## config.mk

```make
export PLATFORM = sky130hd
export DESIGN_NAME = round_stage_pipe
export DESIGN_NICKNAME = d
export VERILOG_FILES = /design/src/rtl/round_stage_pipe.sv
export SDC_FILE = /design/constraint.sdc
export NUM_CORES = 1
export LEC_CHECK = 0
export BUFFER_PORTS_ARGS = -buffer_cell sky130_fd_sc_hd__buf_2
export CORE_MARGIN = 2
export CORE_UTILIZATION = 40
export CTS_CLUSTER_SIZE = 16
export DETAILED_ROUTE_END_ITERATION = 8
export PLACE_DENSITY = 0.63
export SLEW_MARGIN = 10
export SYNTH_ARGS = -nofsm -noshare
export SYNTH_HDL_FRONTEND = slang
export SYNTH_SLANG_ARGS = --single-unit
```

## constraint.sdc

```tcl
create_clock -name clk -period 3.97 [get_ports clk]
set_clock_uncertainty 0.05 [all_clocks]
set_input_delay 0 -clock clk [delete_from_list [all_inputs] [get_ports clk]]
set_output_delay 0 -clock clk [all_outputs]
set_load 0.02 [all_outputs]
```

## src/rtl/round_stage_pipe.sv

```systemverilog
// round_stage_pipe: two-stage FP rounding and packing pipeline with valid/ready flow control.
// S1 computes the rounding increment and the rounded significand. S2 rebiases the exponent,
// resolves zero, denormal and overflow cases, and registers the packed result.
// Optional build macro ROUND_FLAGS_EN adds the flags[3:0] = {ovf, unf, inx, zero} output.
module round_stage_pipe #(
  parameter int unsigned EXP_W    = 8,
  parameter int unsigned FRAC_W   = 23,
  parameter int unsigned EXP_IN_W = 10,
  parameter int unsigned BIAS     = 127
) (
  input  logic                  clk,
  input  logic                  rst_n,
  input  logic                  in_valid,
  output logic                  in_ready,
  input  logic                  nj_mode,
  input  logic [1:0]            rnd_mode,
  input  logic                  s_final,
  input  logic [EXP_IN_W-1:0]   exp_norm,
  input  logic [FRAC_W+3:0]     frac_norm,
  input  logic                  denorm_m,
  input  logic                  zero_m,
  output logic                  out_valid,
  input  logic                  out_ready,
  output logic [EXP_W+FRAC_W:0] res
`ifdef ROUND_FLAGS_EN
  ,
  output logic [3:0]            flags
`endif
);

  localparam int unsigned RES_W   = 1 + EXP_W + FRAC_W;
  localparam int unsigned SUM_W   = FRAC_W + 2;
  localparam int unsigned EI_W    = EXP_IN_W + 1;
  localparam int unsigned EXP_MAX = (32'd1 << EXP_W) - 32'd1;

  localparam logic [1:0] RM_RNE = 2'b00;
  localparam logic [1:0] RM_RTZ = 2'b01;
  localparam logic [1:0] RM_RUP = 2'b10;
  localparam logic [1:0] RM_RDN = 2'b11;

  localparam logic signed [EI_W-1:0] EXP_MAX_S = EI_W'(EXP_MAX);

  // Pipeline control
  logic s1_adv_c, s2_adv_c, accept_c;

  // Stage 1 registers
  logic                s1_v_q;
  logic                s1_sign_q;
  logic [EXP_IN_W-1:0] s1_exp_q;
  logic [SUM_W-1:0]    s1_sum_q;
  logic [1:0]          s1_mode_q;
  logic                s1_nj_q;
  logic                s1_denorm_q;
  logic                s1_zero_q;

  // Stage 2 registers
  logic                s2_v_q;
  logic [RES_W-1:0]    res_q;

  // Stage 1 next-state
  logic [FRAC_W:0]     z1_c;
  logic [2:0]          grs_c;
  logic                inc_c;
  logic [SUM_W-1:0]    sum_d;

  // Stage 2 next-state
  logic signed [EI_W-1:0] e_c;
  logic                   ovf_path_c;
  logic                   to_inf_c;
  logic [RES_W-1:0]       res_d;

  // Handshake: S2 drains when empty or popped, S1 moves when S2 moves or S1 is empty
  always_comb begin
    s2_adv_c = !s2_v_q || out_ready;
    s1_adv_c = s2_adv_c || !s1_v_q;
    in_ready = s1_adv_c;
    accept_c = in_valid && s1_adv_c;
  end

  // Rounding increment per mode and the rounded significand with carry-out
  always_comb begin
    z1_c  = frac_norm[FRAC_W+3:3];
    grs_c = frac_norm[2:0];
    inc_c = 1'b0;
    case (rnd_mode)
      RM_RNE: inc_c = grs_c[2] && (grs_c[1] || grs_c[0] || z1_c[0]);
      RM_RTZ: inc_c = 1'b0;
      RM_RUP: inc_c = !s_final && (|grs_c);
      RM_RDN: inc_c = s_final && (|grs_c);
    endcase
    sum_d = SUM_W'(z1_c) + SUM_W'(inc_c);
  end

  // Exponent rebias and result selection (zero > denormal > overflow > normal)
  always_comb begin
    e_c = $signed({s1_exp_q[EXP_IN_W-1], s1_exp_q}) + $signed(EI_W'(BIAS))
        + $signed(EI_W'(s1_sum_q[SUM_W-1]));
    to_inf_c   = (s1_mode_q == RM_RNE) || ((s1_mode_q == RM_RUP) && !s1_sign_q)
              || ((s1_mode_q == RM_RDN) && s1_sign_q);
    ovf_path_c = 1'b0;
    res_d      = '0;
    if (s1_zero_q) begin
      res_d = '0;
    end else if (s1_denorm_q) begin
      if (s1_nj_q) begin
        res_d = {s1_sign_q, {(RES_W-1){1'b0}}};
      end else begin
        // A carry into the hidden position promotes the value to the smallest normal
        res_d = {s1_sign_q, EXP_W'(s1_sum_q[FRAC_W]), s1_sum_q[FRAC_W-1:0]};
      end
    end else if (e_c >= EXP_MAX_S) begin
      ovf_path_c = 1'b1;
      if (to_inf_c) begin
        res_d = {s1_sign_q, {EXP_W{1'b1}}, {FRAC_W{1'b0}}};
      end else begin
        res_d = {s1_sign_q, EXP_W'(EXP_MAX - 32'd1), {FRAC_W{1'b1}}};
      end
    end else begin
      // On significand carry-out the low fraction bits are already zero
      res_d = {s1_sign_q, e_c[EXP_W-1:0], s1_sum_q[FRAC_W-1:0]};
    end
  end

  // Stage 1 register: valid follows the slot, payload loads only on accept
  always_ff @(posedge clk or negedge rst_n) begin
    if (!rst_n) begin
      s1_v_q      <= 1'b0;
      s1_sign_q   <= 1'b0;
      s1_exp_q    <= '0;
      s1_sum_q    <= '0;
      s1_mode_q   <= '0;
      s1_nj_q     <= 1'b0;
      s1_denorm_q <= 1'b0;
      s1_zero_q   <= 1'b0;
    end else begin
      if (s1_adv_c) begin
        s1_v_q <= in_valid;
      end
      if (accept_c) begin
        s1_sign_q   <= s_final;
        s1_exp_q    <= exp_norm;
        s1_sum_q    <= sum_d;
        s1_mode_q   <= rnd_mode;
        s1_nj_q     <= nj_mode;
        s1_denorm_q <= denorm_m;
        s1_zero_q   <= zero_m;
      end
    end
  end

  // Stage 2 register: packed result held stable while stalled
  always_ff @(posedge clk or negedge rst_n) begin
    if (!rst_n) begin
      s2_v_q <= 1'b0;
      res_q  <= '0;
    end else begin
      if (s2_adv_c) begin
        s2_v_q <= s1_v_q;
      end
      if (s2_adv_c && s1_v_q) begin
        res_q <= res_d;
      end
    end
  end

  assign out_valid = s2_v_q;
  assign res       = res_q;

`ifdef ROUND_FLAGS_EN
  logic       s1_inx_q;
  logic [3:0] flags_d;
  logic [3:0] flags_q;

  // Inexact tracked alongside stage 1 payload
  always_ff @(posedge clk or negedge rst_n) begin
    if (!rst_n) begin
      s1_inx_q <= 1'b0;
    end else if (accept_c) begin
      s1_inx_q <= |frac_norm[2:0];
    end
  end

  // Flag word {ovf, unf, inx, zero} derived from the S2 decision
  always_comb begin
    flags_d    = '0;
    flags_d[3] = ovf_path_c;
    flags_d[2] = s1_denorm_q && s1_inx_q;
    flags_d[1] = s1_inx_q || ovf_path_c;
    flags_d[0] = (res_d[RES_W-2:0] == '0);
  end

  // Flags registered together with res
  always_ff @(posedge clk or negedge rst_n) begin
    if (!rst_n) begin
      flags_q <= '0;
    end else if (s2_adv_c && s1_v_q) begin
      flags_q <= flags_d;
    end
  end

  assign flags = flags_q;
`endif

endmodule

```

# == After elaboration in Yosys (flattened, before gate mapping) ==
# Index checks and enable logic that the tools add are counted.
# classes
n_eq_ne,5
n_reduce_logical,20
magnitude_cmp,1
addsub,3
muxes,6
# ops
op,n
2-to-1 mux 31 bit,2
2-to-1 mux 24 bit,2
2-to-1 mux 32 bit,1
adder 24 x 1 -> 25 bit,1
"adder 10 x 8 -> 11 bit, second input constant",1
adder 11 x 2 -> 11 bit,1
"greater-or-equal comparator 11 x 9 -> 1 bit, second input constant",1
"== test 2 bit, second input constant",4
logical AND 1 bit,7
logical OR 1 bit,6
zero test 1 bit,4
zero test 2 bit,2
one-hot mux 1 bit (4 select lines),1
OR reduction 3 bit,1
"== test 2 x 1 -> 1 bit, second input constant",1
# totals
regBits,75
output_inout_bits,34
elab_cells,45

# == Longest topological paths before layout ==
# depth
word_depth,8
mapped_depth,12

# == Worst setup path before layout ==
# OpenSTA, ideal clock, no wires.
# synth_timing
kind,register to register
start,register s1_exp_q[0]
end,register res_q[17] (netlist: res[17])
setup_time_ns,0.126
t_required_ns,3.794
path_stages_with_launch,11
slack_ns,1.639
arrival_ns,2.154
n_path_buf,1
period_less_slack_ns,2.331
path_cell_list,dfrtp_1 -> inv_1 -> ha_1 -> ha_1 -> nor2b_1 -> nand2_1 -> o22ai_1 -> o2111ai_2 -> a21o_4 -> buf_6 -> a311o_1
# synth_via
elab_chain_len,6
# synth_rtl
item,line,rtl
"start, declared",49,logic [EXP_IN_W-1:0] s1_exp_q;
"start signal, assigned",141,s1_exp_q <= exp_norm;
adder 10 x 8 -> 11 bit,96,"e_c = $signed({s1_exp_q[EXP_IN_W-1], s1_exp_q}) + $signed(EI_W'(BIAS))"
adder 11 x 2 -> 11 bit,97,+ $signed(EI_W'(s1_sum_q[SUM_W-1]));
greater-or-equal comparator 11 x 9 -> 1 bit,111,end else if (e_c >= EXP_MAX_S) begin
2-to-1 mux 31 bit,111,
2-to-1 mux 31 bit,104,end else if (s1_denorm_q) begin
2-to-1 mux 32 bit,102,if (s1_zero_q) begin
"end signal, assigned",161,res_q <= res_d;
"end, declared",58,logic [RES_W-1:0] res_q;
# Every way passes these cells.
# A chain may end at the register's enable or synchronous reset.

# == Worst setup path after layout ==
# layout_timing
start,register s1_exp_q[0]
end,register res_q[21] (netlist: res[21])
# The elaborated chain is that of the path after synthesis.

==> summary.txt <==
Worst setup path
  • Most used cell along the critical path: ha_1
  • Slowest-stage cell, CP: a22oi_2
  • R2R depth: 10
  • Crit Path Category: reg -> reg
  • FF-to-FF Start: s1_exp_q[0]
  • Worst Path Required: 4160 ps
  • CP endpoint kind: register
  • RR Endpoint: res[21]
  • Max incr delay on CP: 440 ps
  • CP Capture Point: res[21]
  • Largest fanout on the critical path: 23
  • R2R setup slack: 1150 ps
  • Crit start category: register
  • CP startpoint: s1_exp_q[0]
  • CP cell instances: inv_1 > ha_1 > ha_1 > nor2b_1 > o21ai_1 > a22o_1 > a22oi_2 > a211oi_2 > buf_4 > a311o_1
  • Critical path arrival: 3000 ps

Die
  • Die width: 101 um
  • Die area: 10200 um2
  • Num rows: 35
  • IO Pins: 81
  • Die Y: 101 um
  • Core Footprint: 9150 um2
  • Initial core utilization: 40.9%

Synthesis
  • Yosys warns: 0
  • Yosys cell types: 45
  • Yosys top cell by area: dfrtp_1
  • Post-Syn Area: 3740 um2
  • Prevailing post-synth register cell: dfrtp_1
  • Flip-flop and latch count after synthesis: 75
  • Cell with the most instances after synthesis: dfrtp_1
  • Avg Synthesized Cell Area: 10.6 um2
  • Asr flop ratio synth: 100%
  • Synth cell count leaders: dfrtp_1, nand2_1, o21ai_0
  • Synth Instances: 352
  • Register area share after synthesis: 50.1%
  • Synth top area share: 50.1%
  • Synthesized Nets: 403
  • Synth area leaders: dfrtp_1, mux2_2, a311o_1
  • Post-synth EDFFs: 0

Clock tree
  • Max Buffers Root-to-Sink: 2
  • Clock latency on the worst-skew pair: 350 ps
  • Clock Sinks: 75
  • Clock root buffer: clkbuf_8
  • CTS buffer count: 9
  • TritonCTS clock tree: built
  • Post-cts sizing count: 0
  • CTS clk-pin slew, worst paths: 80 ps
  • Postcts setup bufs: 0
  • H-tree levels: 3
  • Hold_buf cts: 43

Layout
  • Area grow syn2layout: 29.5%
  • Layout cells sized above 1: 27.1%
  • Antenna cells: 0
  • Final core utilization: 53.0%
  • # fillers: 832
  • Nets: 522
  • Sequential cell area: 1880 um2
  • Footprint of the multi-input gates: 1750 um2

Timing
  • Final setup vio count: 0
  • RSZ-0062 raised after global routing: no
  • Setup TNS: 0 ps
  • Fmax: 355 MHz
  • Post-layout minimum cycle time: 2820 ps
  • Slew @ Worst Pin: 932 ps
  • Final period util: 71.0%
  • Worst slew margin: 37.9%
  • Final Max Slew Viols: 0
  • Final hold vios: 0

Job
  • Max cap viols: 0

Drt
  • DRT Pass-1 Iters: 4
  • Final wirelength: 8.43 mm
  • Vias/cell: 5.16
  • Post-route ant nets: 0
  • Via count: 3026
  • Initial DRC count: 110
  • DRC viols: 0
  • WL/cell: 14.4 um

Placement
  • Post-DP HPWL: 5.65 mm
  • PortBufs: 80
  • Routability cong.: 0.903

Status
  • Outcome: complete, no violations

Worst hold path
  • Worst Hold Class: in -> reg
  • Hold Crit Depth: 4
  • Hold wc startpoint: frac_norm[4]

Global route
  • Pin count of the biggest net entering global routing: 76
  • Vias in the first global route: 2945
  • First-pass GRT wire length: 13.7 mm
  • Grt ovf: 0
  • GR Util All Layers: 17.3%
  • Initial antenna violation count: 0

Pwr
  • PD cells: 439 nW/um2
  • Part of the power in the clock network: 27.7%
  • Register share of total power: 46.3%
  • Sw frac: 31.9%
  • Max IR drop VDD: 0.156 mV
  • Internal power: 0.00145 W
  • Switching pwr: 0.000680 W
  • Leak: 2.24 nW
  • Combinational share of power: 26.0%
area by class of cell:
cell class	instances	area share (%)
Timing Repair Buffer	127	17.8
Sequential cell	75	38.7
Clock buffer	10	2.84
Inverter	6	0.464
Tap cell	111	2.86
Multi-Input combinational cell	252	36.0
Clock inverter	6	1.32
metrics by stage:
stage | std cells | power [W] | setup WS [ps] | instance area (um2) | hold WS, ps
after floorplan | 352 | 0.00134 | 1640 | 3740 | -346
after global placement | 528 | 0.00151 | 1270 | 4220 | 148
after detailed placement | 528 | 0.00152 | 1170 | 4220 | 157
after CTS | 587 | 0.00215 | 1150 | 4850 | 18.8
after global routing | 587 | 0.00225 | 967 | 4850 | 52.3
final | 587 | 0.00213 | 1150 | 4850 | 23.7
cell usage in the layout (no fill, tap or decap), types with 3 or more instances in the layout:
master	n
and2_1	23
xnor2_1	13
dlygate4sd3_1	43
inv_1	6
nor2b_1	5
a311o_1	18
nand3b_1	3
mux2_2	18
o21ai_0	28
a221o_1	5
buf_2	79
buf_4	5
a21o_1	7
nor3_1	4
nor2_1	10
nand2_1	45
and3_1	7
a21oi_1	9
nand3_1	7
nand2b_1	6
clkbuf_8	10
nand4_1	3
xor2_1	13
ha_1	4
dfrtp_1	75
critical path, delay by kind of cell, from the launching register on:
kind,cells,cell delay (ps)
AND/OR/NAND/NOR,1,300
flip-flops,1,380
buffers and inverters,2,300
AO/OA/AOI/OAI,5,1270
adder cells (fa/ha/maj),2,410
worst min-delay path by stage:
stage	end	slack [ps]
after floorplan	out_valid	-350
after global placement	res[20]	150
after detailed placement	res[20]	160
after CTS	s1_sum_q[3]	20
after global routing	s1_sum_q[1]	50
final	s1_sum_q[3]	20
cell families (layout without fill, tap and decap cells):
logic type | after synthesis | after routing | synth area share (%)
simple gates | 123 | 123 | 17.4
compound gates | 79 | 79 | 15.6
flops | 75 | 75 | 50.1
xor+xnor | 26 | 26 | 6.08
buf+inv | 25 | 149 | 3.44
mux | 20 | 20 | 5.95
fa+ha+maj | 4 | 4 | 1.34
per-layer routing:
| layer | vias up | share of wire (%) | global-route usage (%) |
|---|---|---|---|
| met1 | 1441 | 47 | 22.9 |
| met3 | 19 | 4.7 | 3.74 |
| met2 | 80 | 46 | 27.4 |
| li1 | 1486 | - | - |
| met5 | - | 0 | 0 |
| met4 | 0 | 2.6 | 7.59 |
state kept, by name, indices dropped and copies added (netlist names):
name and count:
s1_zero_q 1, s1_nj_q 1, out_valid 1, s1_denorm_q 1, res 32, s1_exp_q 10, s1_mode_q 2, s1_sign_q 1
s1_v_q 1, s1_sum_q 25
power by group through the flow:
stage	Sequential (W)	Combinational (W)	Clock, W
after floorplan	0.00107	0.000268	0
after global placement	0.000998	0.000514	0
after detailed placement	0.00100	0.000523	0
after CTS	0.000987	0.000557	0.000607
after global routing	0.00101	0.000609	0.000632
final	0.000986	0.000554	0.000591
(Power assumes the default switching activity.)
